### config.mk
export PLATFORM = sky130hd
export DESIGN_NAME = alu_sliced_seq
export DESIGN_NICKNAME = d
export VERILOG_FILES = /design/src/rtl/alu_pkg.sv /design/src/rtl/alu_slice4.sv /design/src/rtl/alu_sliced_seq.sv
export SDC_FILE = /design/constraint.sdc
export NUM_CORES = 1
export LEC_CHECK = 0
export CORE_MARGIN = 2
export CORE_UTILIZATION = 51
export DETAILED_ROUTE_END_ITERATION = 8
export PLACE_DENSITY = 0.86
export SKIP_LAST_GASP = 1
export SYNTH_ARGS = -nofsm -noshare
export SYNTH_HDL_FRONTEND = slang
export SYNTH_SLANG_ARGS = --single-unit
### constraint.sdc
create_clock -name clk -period 3.8 [get_ports clk]
set_input_delay 0.57 -clock clk [delete_from_list [all_inputs] [get_ports clk]]
set_output_delay 0.57 -clock clk [all_outputs]
set_load 0.02 [all_outputs]
### src/rtl/alu_pkg.sv
// Shared definitions for the bit-sliced sequential 74181-style ALU:
// function-select codes, mode encodings and FSM states.
package alu_pkg;

    localparam logic [3:0] S_A            = 4'd0;
    localparam logic [3:0] S_AORB         = 4'd1;
    localparam logic [3:0] S_AORNB        = 4'd2;
    localparam logic [3:0] S_MINUS1       = 4'd3;
    localparam logic [3:0] S_APLUSANB     = 4'd4;
    localparam logic [3:0] S_AORBPLUSANB  = 4'd5;
    localparam logic [3:0] S_AMINUSBM1    = 4'd6;
    localparam logic [3:0] S_ANBMINUS1    = 4'd7;
    localparam logic [3:0] S_APLUSAB      = 4'd8;
    localparam logic [3:0] S_APLUSB       = 4'd9;
    localparam logic [3:0] S_AORNBPLUSAB  = 4'd10;
    localparam logic [3:0] S_ABMINUS1     = 4'd11;
    localparam logic [3:0] S_APLUSA       = 4'd12;
    localparam logic [3:0] S_AORBPLUSA    = 4'd13;
    localparam logic [3:0] S_AORNBPLUSA   = 4'd14;
    localparam logic [3:0] S_AMINUS1      = 4'd15;

    localparam logic M_LOGIC = 1'b1;
    localparam logic M_ARITH = 1'b0;

    typedef enum logic [1:0] {
        IDLE = 2'd0,
        RUN  = 2'd1,
        DONE = 2'd2
    } state_t;

endpackage

### src/rtl/alu_slice4.sv
// Combinational 4-bit 74181-style slice. Arithmetic is X + Y + c_in with X/Y chosen by s;
// p means a carry-in would ripple straight through (X+Y == 15), g means X+Y alone carries.
module alu_slice4
    import alu_pkg::*;
(
    input  logic [3:0] a4,
    input  logic [3:0] b4,
    input  logic [3:0] s,
    input  logic       m,
    input  logic       c_in,
    output logic [3:0] f4,
    output logic       c_out,
    output logic       c_msb_in,
    output logic       p,
    output logic       g
);

    logic [3:0] x_s;
    logic [3:0] y_s;
    logic [3:0] lf_s;
    logic [4:0] xy_s;
    logic [4:0] sum_s;
    logic [3:0] low_s;

    // Arithmetic operand pair selected by the function code
    always_comb begin
        x_s = a4;
        y_s = 4'h0;
        case (s)
            S_A:           begin x_s = a4;        y_s = 4'h0;      end
            S_AORB:        begin x_s = a4 | b4;   y_s = 4'h0;      end
            S_AORNB:       begin x_s = a4 | ~b4;  y_s = 4'h0;      end
            S_MINUS1:      begin x_s = 4'hF;      y_s = 4'h0;      end
            S_APLUSANB:    begin x_s = a4;        y_s = a4 & ~b4;  end
            S_AORBPLUSANB: begin x_s = a4 | b4;   y_s = a4 & ~b4;  end
            S_AMINUSBM1:   begin x_s = a4;        y_s = ~b4;       end
            S_ANBMINUS1:   begin x_s = a4 & ~b4;  y_s = 4'hF;      end
            S_APLUSAB:     begin x_s = a4;        y_s = a4 & b4;   end
            S_APLUSB:      begin x_s = a4;        y_s = b4;        end
            S_AORNBPLUSAB: begin x_s = a4 | ~b4;  y_s = a4 & b4;   end
            S_ABMINUS1:    begin x_s = a4 & b4;   y_s = 4'hF;      end
            S_APLUSA:      begin x_s = a4;        y_s = a4;        end
            S_AORBPLUSA:   begin x_s = a4 | b4;   y_s = a4;        end
            S_AORNBPLUSA:  begin x_s = a4 | ~b4;  y_s = a4;        end
            S_AMINUS1:     begin x_s = a4;        y_s = 4'hF;      end
            default:       begin x_s = a4;        y_s = 4'h0;      end
        endcase
    end

    // Logic-mode function table
    always_comb begin
        lf_s = 4'h0;
        case (s)
            4'd0:    lf_s = ~a4;
            4'd1:    lf_s = ~(a4 | b4);
            4'd2:    lf_s = ~a4 & b4;
            4'd3:    lf_s = 4'h0;
            4'd4:    lf_s = ~(a4 & b4);
            4'd5:    lf_s = ~b4;
            4'd6:    lf_s = a4 ^ b4;
            4'd7:    lf_s = a4 & ~b4;
            4'd8:    lf_s = ~a4 | b4;
            4'd9:    lf_s = ~(a4 ^ b4);
            4'd10:   lf_s = b4;
            4'd11:   lf_s = a4 & b4;
            4'd12:   lf_s = 4'hF;
            4'd13:   lf_s = a4 | ~b4;
            4'd14:   lf_s = a4 | b4;
            4'd15:   lf_s = a4;
            default: lf_s = 4'h0;
        endcase
    end

    // Adder, carries and propagate/generate; all carry outputs forced low in logic mode
    always_comb begin
        xy_s  = {1'b0, x_s} + {1'b0, y_s};
        sum_s = xy_s + {4'd0, c_in};
        low_s = {1'b0, x_s[2:0]} + {1'b0, y_s[2:0]} + {3'd0, c_in};
        if (m == M_ARITH) begin
            f4       = sum_s[3:0];
            c_out    = sum_s[4];
            c_msb_in = low_s[3];
            p        = (xy_s == 5'd15);
            g        = xy_s[4];
        end else begin
            f4       = lf_s;
            c_out    = 1'b0;
            c_msb_in = 1'b0;
            p        = 1'b0;
            g        = 1'b0;
        end
    end

endmodule

### src/rtl/alu_sliced_seq.sv
// Sequential bit-sliced ALU: one 4-bit slice per clock, LSB first, carry chained through a
// register; valid/ready on both sides, all outputs registered.
module alu_sliced_seq
    import alu_pkg::*;
#(
    parameter int SLICES = 2
) (
    input  logic                  clk,
    input  logic                  rst,
    input  logic                  in_valid,
    output logic                  in_ready,
    input  logic [4*SLICES-1:0]   a,
    input  logic [4*SLICES-1:0]   b,
    input  logic [3:0]            s,
    input  logic                  m,
    input  logic                  cin,
    output logic                  out_valid,
    input  logic                  out_ready,
    output logic [4*SLICES-1:0]   f,
    output logic                  cout,
    output logic                  ovf,
    output logic                  aeqb,
    output logic                  zero,
    output logic                  grp_p,
    output logic                  grp_g
);

    localparam int WIDTH = 4 * SLICES;
    localparam int KW    = (SLICES > 1) ? $clog2(SLICES) : 1;
    localparam logic [KW-1:0] K_LAST = KW'(SLICES - 1);

    state_t           state_r;
    state_t           state_nx_s;
    logic [WIDTH-1:0] a_r;
    logic [WIDTH-1:0] b_r;
    logic [WIDTH-1:0] f_r;
    logic [WIDTH-1:0] f_nx_s;
    logic [3:0]       s_r;
    logic             m_r;
    logic [KW-1:0]    k_r;
    logic             carry_r;
    logic             gacc_r;
    logic             pacc_r;
    logic             last_s;
    logic [3:0]       a4_s;
    logic [3:0]       b4_s;
    logic [3:0]       f4_s;
    logic             c_out_s;
    logic             c_msb_s;
    logic             p_s;
    logic             g_s;
    logic             in_ready_r;
    logic             out_valid_r;
    logic             cout_r;
    logic             ovf_r;
    logic             aeqb_r;
    logic             zero_r;
    logic             grp_p_r;
    logic             grp_g_r;

    assign last_s    = (k_r == K_LAST);
    assign in_ready  = in_ready_r;
    assign out_valid = out_valid_r;
    assign f         = f_r;
    assign cout      = cout_r;
    assign ovf       = ovf_r;
    assign aeqb      = aeqb_r;
    assign zero      = zero_r;
    assign grp_p     = grp_p_r;
    assign grp_g     = grp_g_r;

    alu_slice4 u_slice (
        .a4       (a4_s),
        .b4       (b4_s),
        .s        (s_r),
        .m        (m_r),
        .c_in     (carry_r),
        .f4       (f4_s),
        .c_out    (c_out_s),
        .c_msb_in (c_msb_s),
        .p        (p_s),
        .g        (g_s)
    );

    // Operand nibble mux for the current slice index
    always_comb begin
        a4_s = 4'h0;
        b4_s = 4'h0;
        for (int i = 0; i < SLICES; i++) begin
            a4_s = (k_r == KW'(i)) ? a_r[i*4 +: 4] : a4_s;
            b4_s = (k_r == KW'(i)) ? b_r[i*4 +: 4] : b4_s;
        end
    end

    // Result word with the current slice's nibble merged in
    always_comb begin
        f_nx_s = f_r;
        for (int i = 0; i < SLICES; i++) begin
            f_nx_s[i*4 +: 4] = (k_r == KW'(i)) ? f4_s : f_r[i*4 +: 4];
        end
    end

    // FSM next-state
    always_comb begin
        state_nx_s = state_r;
        case (state_r)
            IDLE: begin
                if (in_valid) begin
                    state_nx_s = RUN;
                end else begin
                    state_nx_s = IDLE;
                end
            end
            RUN: begin
                if (last_s) begin
                    state_nx_s = DONE;
                end else begin
                    state_nx_s = RUN;
                end
            end
            DONE: begin
                if (out_ready) begin
                    state_nx_s = IDLE;
                end else begin
                    state_nx_s = DONE;
                end
            end
            default: state_nx_s = IDLE;
        endcase
    end

    // FSM state register
    always_ff @(posedge clk) begin
        if (rst) begin
            state_r <= IDLE;
        end else begin
            state_r <= state_nx_s;
        end
    end

    // Operand capture, slice accumulation and registered outputs
    always_ff @(posedge clk) begin
        if (rst) begin
            a_r         <= '0;
            b_r         <= '0;
            s_r         <= 4'h0;
            m_r         <= 1'b0;
            k_r         <= '0;
            carry_r     <= 1'b0;
            gacc_r      <= 1'b0;
            pacc_r      <= 1'b0;
            f_r         <= '0;
            in_ready_r  <= 1'b1;
            out_valid_r <= 1'b0;
            cout_r      <= 1'b0;
            ovf_r       <= 1'b0;
            aeqb_r      <= 1'b0;
            zero_r      <= 1'b0;
            grp_p_r     <= 1'b0;
            grp_g_r     <= 1'b0;
        end else begin
            in_ready_r  <= (state_nx_s == IDLE);
            out_valid_r <= (state_nx_s == DONE);
            case (state_r)
                IDLE: begin
                    if (in_valid) begin
                        a_r     <= a;
                        b_r     <= b;
                        s_r     <= s;
                        m_r     <= m;
                        k_r     <= '0;
                        carry_r <= (m == M_LOGIC) ? 1'b0 : cin;
                        gacc_r  <= 1'b0;
                        pacc_r  <= 1'b1;
                    end else begin
                        k_r     <= '0;
                    end
                end
                RUN: begin
                    f_r     <= f_nx_s;
                    carry_r <= c_out_s;
                    gacc_r  <= g_s | (p_s & gacc_r);
                    pacc_r  <= pacc_r & p_s;
                    k_r     <= k_r + KW'(1);
                    if (last_s) begin
                        cout_r  <= c_out_s;
                        ovf_r   <= c_msb_s ^ c_out_s;
                        aeqb_r  <= &f_nx_s;
                        zero_r  <= ~|f_nx_s;
                        grp_g_r <= g_s | (p_s & gacc_r);
                        grp_p_r <= pacc_r & p_s;
                    end else begin
                        ovf_r   <= ovf_r;
                    end
                end
                default: begin
                    k_r <= k_r;
                end
            endcase
        end
    end

endmodule
==> results.tsv <==
metric	value	unit
Leak Pwr	1.53	nW
Die X	84.4	um
Seq/Total Area, Yosys	0.261	
Filler cells	532	
TritonRoute pass-1 iters	5	
Yosys Warn Count	0	
Final Setup Violations	1	
total of max-cap violations	0	
# diodes	0	
worst r2r src	k_r	
reg2reg setup slack	-0.05	ns
Adder-Cell Fraction of Synth Area	0.0957	
fmax	260	MHz
number of global-route vias before repair	3058	
max incr delay on CP	0.61	ns
CP Max Fanout	3	
post-synth cell types	73	
RSZ-0062 raised after global routing	true	
TritonCTS clock tree	built	
period utilization	1.01	
EDFF count, synth	0	
cell count after synthesis	426	
RR Endpoint	zero	
most common cell after layout, fill and taps aside	nand2_1	
CP delay by family, top	adder cells	
Worst-path clk slew	0.08	ns
detailed placement HPWL	7.01	mm
status	finished with violations	
die area	0.00712	mm2
Avg Synthesized Cell Area	7.73	um2
stages on the worst setup path	17	
asr flop ratio synth	0	
syn nets	476	
CP Launch Point	k_r	
multiplexer share of the synthesized area	0.0460	
slew margin rel.	0.483	
initial drt markers	377	
fin crit period	3.85	ns
Synth Cell Area	0.00329	mm2
Setup CP Type	flip-flop to flip-flop	
wire length per cell	17.2	um
clock latency on the worst-skew pair	0.30	ns
Clock Skew	0.00925	ns
largest net degree at the start of global routing	32	
Layout area overhead	23.8	%
vias post-DR	3432	
# clock sinks	43	
dominant synthesized flop cell	dfxtp_1	
Max Slew Vio Count	0	
number of antenna-violating nets in the routed design	0	
Synth Area in Simple Gates	0.254	
CP startpoint kind	flip-flop	
layout cells sized above 1	0.165	
Worst R2R Path Depth	17	
crit end category	flip-flop	
initial antenna violation count	0	
row count	29	
grt ovf	0	
cts-stage hold buffer count	0	
Port Buffer Count	41	
critical-path cell list	buf_6, mux2i_4, inv_2, ha_4, a22oi_2, nor2b_1, a311oi_2, inv_1, ha_4, fa_1, ha_1, inv_2, o32ai_2, nor4_2, o221ai_2, a2111oi_2, a31o_1	
worst setup path end	zero	
I/O pin count	42	
final hold vios	0	
Nets	529	
Critical path buffers and inverters	4	
Arrival @ worst endpoint	4.10	ns
first-pass GRT wire length	15.1	mm
Initial Utilization	0.522	
final RePlAce weighted congestion	1.08	
critical path's slowest cell	fa_1	
P per Cell Area	297	mW/mm2
Worst-Margin Slew	0.775	ns
Pwr Total	1.21	mW
compound-cell area share of the yosys netlist	0.266	
largest family of logic cells by synthesized area	compound AO/OA/AOI/OAI gates	
Min-Delay Path Class	flip-flop to flip-flop	
Post-Synth XOR/XNOR Area	0.00532	
Via density	6.16	
depth of the CTS H-tree	2	
failing checks	setup timing	
Total Routed Length	9.61	mm
core area	0.00631	mm2
most frequent cells in the layout	74 x nand2_1, 52 x a21oi_1, 41 x clkdlybuf4s50_1	
CTS buffer count	5	
die height	84.4	um
Seq cells post-synth	43	
drt drc	0	
Peak VDD IR	0.000246	V
pre-CTS setup slack	0.0447	ns
final setup margin	-0.0500	ns
Longest Clk Path Bufs	2	
Critical Path RT	4.05	ns
Total Routing Usage GR	0.262	
clock root cell	clkbuf_8	
[tightest hold or removal path, stage by stage, from the launching register on]
cell	delay, ns
dfxtp_1	0.32
nand2_1	0.05
a21oi_1	0.05
[cells by family (layout without fill, tap and decap cells)]
logic type      count (synthesis)  count (layout)
compound gates                134             134
mux                             9               9
flops                          43              43
simple gates                  167             167
xor+xnor                        2               2
fa+ha+maj                      24              24
buf+inv                        47             101
[repair_timing]
item	CTS	global route
buffers inserted	0	6
endpoints found under the setup margin	0	12
resized for setup	0	23
[cell usage after synthesis (8+ instances only)]
library cell  count  share of area
clkbuf_1         13          0.015
a21oi_1          52          0.079
ha_1             22          0.084
nor2_1           25          0.028
a211oi_1          8          0.018
nor2b_1          12          0.023
o21ai_0          18          0.027
a31oi_1           8          0.015
dfxtp_1          43           0.26
nand2_1          74          0.084
nor3_1           11          0.017
inv_1            14          0.016
[sequential cells by signal, indices dropped and copies added, names as in the netlist]
name       count
k_r            1
in_ready       1
ovf            1
s_r            4
out_valid      1
b_r            8
f              8
zero           1
m_r            1
gacc_r         1
state_r        2
grp_p          1
grp_g          1
carry_r        1
a_r            8
cout           1
aeqb           1
pacc_r         1
[report_power, final]
| group | switching (mW) | internal, mW | total, mW | leakage (nW) |
|---|---|---|---|---|
| Combinational | 0.241 | 0.186 | 0.427 | 1.13 |
| Sequential | 0.0266 | 0.475 | 0.502 | 0.352 |
| Clock | 0.154 | 0.128 | 0.283 | 0.0412 |
[how the worst min path moves through the flow]
stage            from     end  depth (start not counted)
6_report         f[5]    f[5]                          2
5_1_grt          f[4]    f[4]                          2
4_1_cts        b_r[1]  b_r[1]                          2
3_5_place_dp     f[5]    f[5]                          2
3_3_place_gp   gacc_r  gacc_r                          2
2_1_floorplan  gacc_r  gacc_r                          2
[layer usage]
metal | global-route usage | vias up | part of all wire
met4 | 0.131 | 0 | 0.041
met5 | 0 | - | 0
met3 | 0.0295 | 39 | 0.077
met2 | 0.412 | 183 | 0.47
li1 | - | 1638 | -
met1 | 0.357 | 1572 | 0.41
[final cells by class]
| type | instances | area, um2 | area share |
|---|---|---|---|
| Multi-Input combinational cell | 336 | 2290 | 0.562 |
| Sequential cell | 43 | 865 | 0.212 |
| Timing Repair Buffer | 74 | 669 | 0.164 |
| Tap cell | 77 | 96.3 | 0.0236 |
| Clock buffer | 6 | 72.6 | 0.0178 |
| Inverter | 19 | 71.3 | 0.0175 |
| Clock inverter | 2 | 12.5 | 0.00307 |
[per-stage QoR]
step / cell area (um2) / util / std cells / hold WS, ns / setup TNS, ns
after CTS: 3930 / 0.622 / 551 / 0.460 / 0
after global placement: 3840 / 0.609 / 543 / 0.439 / 0
after floorplan: 3300 / - / 426 / 0.432 / 0
final: 4080 / 0.646 / 557 / 0.461 / -0.0500
after global routing: 4080 / 0.646 / 557 / 0.489 / -0.364
after detailed placement: 3840 / 0.609 / 543 / 0.452 / 0
(Power assumes the default switching activity.)
